[src/rtl/logic_unit_pipe.sv]
// logic_unit_pipe: two-stage valid/ready bitwise logic unit with zero and parity flags.
// Define LOGIC_UNIT_POPCNT_EN to make op 111 a Hamming-distance popcount instead of NOT A.
module logic_unit_pipe #(
    parameter int WIDTH = 32
) (
    input  logic             clk,
    input  logic             rst_n,
    input  logic             in_valid,
    output logic             in_ready,
    input  logic [2:0]       op,
    input  logic [WIDTH-1:0] In1,
    input  logic [WIDTH-1:0] In2,
    output logic             out_valid,
    input  logic             out_ready,
    output logic [WIDTH-1:0] cout1,
    output logic             zero,
    output logic             parity
);

    // Handshake: a transfer happens on a rising edge where valid && ready are both high;
    // the sender holds its payload stable and keeps valid high until that edge.
    typedef enum logic [2:0] {
        OP_AND  = 3'b000,
        OP_OR   = 3'b001,
        OP_XOR  = 3'b010,
        OP_NOR  = 3'b011,
        OP_XNOR = 3'b100,
        OP_NAND = 3'b101,
        OP_ANDN = 3'b110,
        OP_ALT  = 3'b111
    } op_e;

    logic             r_s1_valid;
    op_e              r_s1_op;
    logic [WIDTH-1:0] r_s1_a;
    logic [WIDTH-1:0] r_s1_b;
    logic             r_out_valid;
    logic [WIDTH-1:0] r_cout1;
    logic             r_zero;
    logic             r_parity;

    logic             w_s2_adv;
    logic             w_s1_adv;
    logic [WIDTH-1:0] w_result;

    assign w_s2_adv = !r_out_valid || out_ready;
    assign w_s1_adv = !r_s1_valid || w_s2_adv;

`ifdef LOGIC_UNIT_POPCNT_EN
    localparam int PCW = $clog2(WIDTH) + 1;
    logic [WIDTH-1:0] w_diff;
    logic [PCW-1:0]   w_popcnt;

    always_comb begin
        w_diff   = r_s1_a ^ r_s1_b;
        w_popcnt = '0;
        for (int i = 0; i < WIDTH; i++) begin
            w_popcnt = w_popcnt + PCW'(w_diff[i]);
        end
    end
`endif

    always_comb begin
        w_result = '0;
        case (r_s1_op)
            OP_AND:  w_result = r_s1_a & r_s1_b;
            OP_OR:   w_result = r_s1_a | r_s1_b;
            OP_XOR:  w_result = r_s1_a ^ r_s1_b;
            OP_NOR:  w_result = ~(r_s1_a | r_s1_b);
            OP_XNOR: w_result = ~(r_s1_a ^ r_s1_b);
            OP_NAND: w_result = ~(r_s1_a & r_s1_b);
            OP_ANDN: w_result = r_s1_a & ~r_s1_b;
`ifdef LOGIC_UNIT_POPCNT_EN
            OP_ALT:  w_result = WIDTH'(w_popcnt);
`else
            OP_ALT:  w_result = ~r_s1_a;
`endif
            default: w_result = '0;
        endcase
    end

    // S1: operand capture; holds when S2 is stalled and S1 is occupied.
    always_ff @(posedge clk or negedge rst_n) begin
        if (!rst_n) begin
            r_s1_valid <= 1'b0;
            r_s1_op    <= OP_AND;
            r_s1_a     <= '0;
            r_s1_b     <= '0;
        end else if (w_s1_adv) begin
            r_s1_valid <= in_valid;
            if (in_valid) begin
                r_s1_op <= op_e'(op);
                r_s1_a  <= In1;
                r_s1_b  <= In2;
            end
        end
    end

    // S2: result and flags are registered together so they always agree.
    always_ff @(posedge clk or negedge rst_n) begin
        if (!rst_n) begin
            r_out_valid <= 1'b0;
            r_cout1     <= '0;
            r_zero      <= 1'b0;
            r_parity    <= 1'b0;
        end else if (w_s2_adv) begin
            r_out_valid <= r_s1_valid;
            if (r_s1_valid) begin
                r_cout1  <= w_result;
                r_zero   <= (w_result == '0);
                r_parity <= ^w_result;
            end
        end
    end

    assign in_ready  = w_s1_adv;
    assign out_valid = r_out_valid;
    assign cout1     = r_cout1;
    assign zero      = r_zero;
    assign parity    = r_parity;

endmodule
[config.mk]
export PLATFORM = sky130hd
export DESIGN_NAME = logic_unit_pipe
export DESIGN_NICKNAME = d
export VERILOG_FILES = /design/src/rtl/logic_unit_pipe.sv
export SDC_FILE = /design/constraint.sdc
export NUM_CORES = 1
export LEC_CHECK = 0
export ABC_AREA = 1
export ABC_CLOCK_PERIOD_IN_PS = 5100
export CAP_MARGIN = 0
export CORE_ASPECT_RATIO = 1.1
export CORE_MARGIN = 3
export CORE_UTILIZATION = 40
export CTS_BUF_LIST = sky130_fd_sc_hd__clkbuf_4 sky130_fd_sc_hd__clkbuf_8 sky130_fd_sc_hd__clkbuf_16
export DETAILED_ROUTE_END_ITERATION = 6
export PLACE_DENSITY = 0.63
export SYNTH_ARGS = -nofsm -noshare
export SYNTH_HDL_FRONTEND = slang
export SYNTH_SLANG_ARGS = --single-unit
[constraint.sdc]
create_clock -name clk -period 5.1 [get_ports clk]
set_clock_uncertainty 0.05 [all_clocks]
set_input_delay 1.02 -clock clk [delete_from_list [all_inputs] [get_ports clk]]
set_output_delay 1.02 -clock clk [all_outputs]
set_load 0.005 [all_outputs]
==> metrics <==
Tot GR Track Use 19.3%; cells after synthesis 1,132; unrepaired setup endpoints after global routing no; max cap viols 0; clock-pin slew on the worst setup and hold paths 70 ps; TritonCTS clock tree done; power share of the combinational group 51.0%; Max Clk Rate 0.299 GHz; adder-cell share of the synthesized area 17.9%; Worst Hold Class reg -> reg; Cell Rows 53; DP Area 9090 um2; die boundary height 153 um; Critical Path Sink Type flop; final cell count without fillers 1,463; Area Growth Syn to Fin 19.5%; ANT nets after route 0; fin crit share 65.6%; CP top delay family simple AND/OR/NAND/NOR gates; CP Class reg -> reg; critical path's largest stage delay 870 ps; post-synthesis xor/xnor area fraction 0%; Synth cell types 21; Die W 139 um; yosys warns 0; WP data arrival 3540 ps; sw frac 41.5%; CORE AREA 19,200 um2; Tot Pwr 0.00373 W; Final Net Count 1,396; Top FF cell, synth dfrtp_1; vias per std cell 4.80; relative slew slack 21.7%; Pre-antenna DRT Iters 5; clock sinks 103; TNS Setup 0 ps; top cells by count, synth nand2_1 (240), nor2_1 (219), inv_1 (192); Post-synth EDFFs 0; largest net degree at the start of global routing 76; vias in the first global route 6,693; number of CTS-inserted buffers 9; Critical Path Most Common Cell nand2_1; Worst setup SP type flop; Synth top area share 32.9%; Crit path required time 5300 ps; Initial Util 40.9%; Buffers & Inverters on Critical Path 3; CTS H-tree depth 3; Final Cell Area 9370 um2; worst-path cell chain inv_1, nor2_1, nand2_1, buf_4, nor2_1, nor3_1, nand3_1, nand2_1, ha_1, nand2_1, inv_1, nor2_1, nand2_1, nand2_1, nor2_1, nor2_1, nand2_1, nand3_1, nand2_1; Worst VDD drop 203 uV; initial antenna violation count 0; DRC 0; register area share after synthesis 32.9%; net count after synthesis 1,315; Final Core Density 48.9%; Max clock buf depth 2; Psw 0.00155 W; HPWL Detailed 14,400 um; Final Slew Violations 0; PostCTS Resize Cnt 0; PortBufs 106; Clk Latency, worst-skew pair 360 ps; clock root buffer clkbuf_16; simple-gate area share of the yosys netlist 29.4%; #FFs+latches synth 103; Ant. Diodes 0; first-pass GRT wire length 33,300 um; First DRT Iteration DRCs 427; Clock power frac 17.9%; status completed; compound-gate portion of the synthesized area 7.98%; share of layout cells above drive strength 1 3.37%; CTS Hold Buffers Added 0; cell area after synthesis 7840 um2; Critical-path top delay cell nand2_1; mux contribution to synthesized area 0.144%; Placer Congestion 0.820; Seq pwr share 31.0%; Post-Place Cells 1,449; Post-CTS Setup Bufs 0; worst slew pin tran 1170 ps; Ports 107; # setup viols final 0; largest family of logic cells by synthesized area simple AND/OR/NAND/NOR gates; biggest area consumer among synthesized cells dfrtp_1; most common cell in the netlist nand2_1; syn_area_per_cell 6.92 um2; Final Hold Vio Count 0; PD cells 398 nW/um2; via count 7,023; fin crit period 3340 ps; ys async rst share 100%; Synth area leaders dfrtp_1 (33%), ha_1 (18%), nand2_1 (11%); final global-route overflow total 0; crit path max fanout 25; Wirelength per Cell 13.9 um; Pint 0.00218 W; WL final 20,300 um; Die ar. 21,300 um2; Pleak 4.92 nW
## power by group through the flow
stage	Combinational, W	Sequential [W]	Clock, W
floorplan	0.00124	0.00116	0
global placement	0.00188	0.00117	0
detailed placement	0.00190	0.00117	0
CTS	0.00191	0.00116	0.000683
global route	0.00221	0.00119	0.000710
finish	0.00190	0.00116	0.000669
## metrics by stage
stage	setup WS [ps]	hold slack (ps)
after CTS	1770	435
after global routing	1330	447
after global placement	1820	415
after detailed placement	1780	417
after floorplan	2800	422
final	1760	429
## worst reg2reg max path: cells and delay by family, from the launching register on
family,cells,cell delay [ps]
flip-flops,1,410
AND/OR/NAND/NOR,15,1990
adder cells (fa/ha/maj),1,270
buffers and inverters,3,500
## kinds of logic (layout without fill, tap and decap cells)
group	after synthesis	count (layout)
muxes	1	1
buffers and inverters	238	322
adders and majority gates	112	112
and+or+nand+nor	556	556
AOI/OAI and AO/OA	122	122
DFF	103	103
## layout make-up
cell class / count / area, um2
multi-input cells: 791 / 4360
fillers: 1911 / 9800
clock buffers: 13 / 268
inverters: 194 / 728
repair buffers: 114 / 1120
flip-flops and latches: 103 / 2580
well taps: 247 / 309
clock inverters: 1 / 5.00
## registers in the layout (all words and copies together), names as in the netlist
name and count:
r_s1_op 3, r_s1_valid 1, r_s1_b 32, parity 1, zero 1, r_s1_a 32, out_valid 1, cout1 32
## path summary, 6_finish.rpt
| check | from | end | slack (ps) | depth (start not counted) |
|---|---|---|---|---|
| max | r_s1_op[0] | parity | 1760 | 19 |
| min | cout1[18] | cout1[18] | 430 | 2 |
| max reg2reg | r_s1_op[0] | parity | 1760 | 19 |
| min reg2reg | cout1[18] | cout1[18] | 430 | 2 |
| max in group asynchronous | rst_n | r_s1_b[23] | 3280 | 2 |
| min in group asynchronous | rst_n | cout1[2] | 740 | 1 |
## routing by layer
layer	vias to the layer above	global-route usage, %	routed length [um]	part of all wire, %
met5	-	0	0	0
met4	0	7.18	459	2.3
met3	26	2.41	907	4.5
met2	170	30.8	9240	46
met1	3185	27.0	9690	48
li1	3642	-	-	-
## cell usage in the layout, fill, tap and decap left out, drive strengths merged, types with 19 or more instances in the layout
cell type,count
a21oi,77
clkdlybuf4s50,105
dfrtp,103
ha,112
inv,194
nand2,240
nand3,28
nand4,25
nor2,219
nor3b,19
o21ai,33
(Power assumes the default switching activity.)
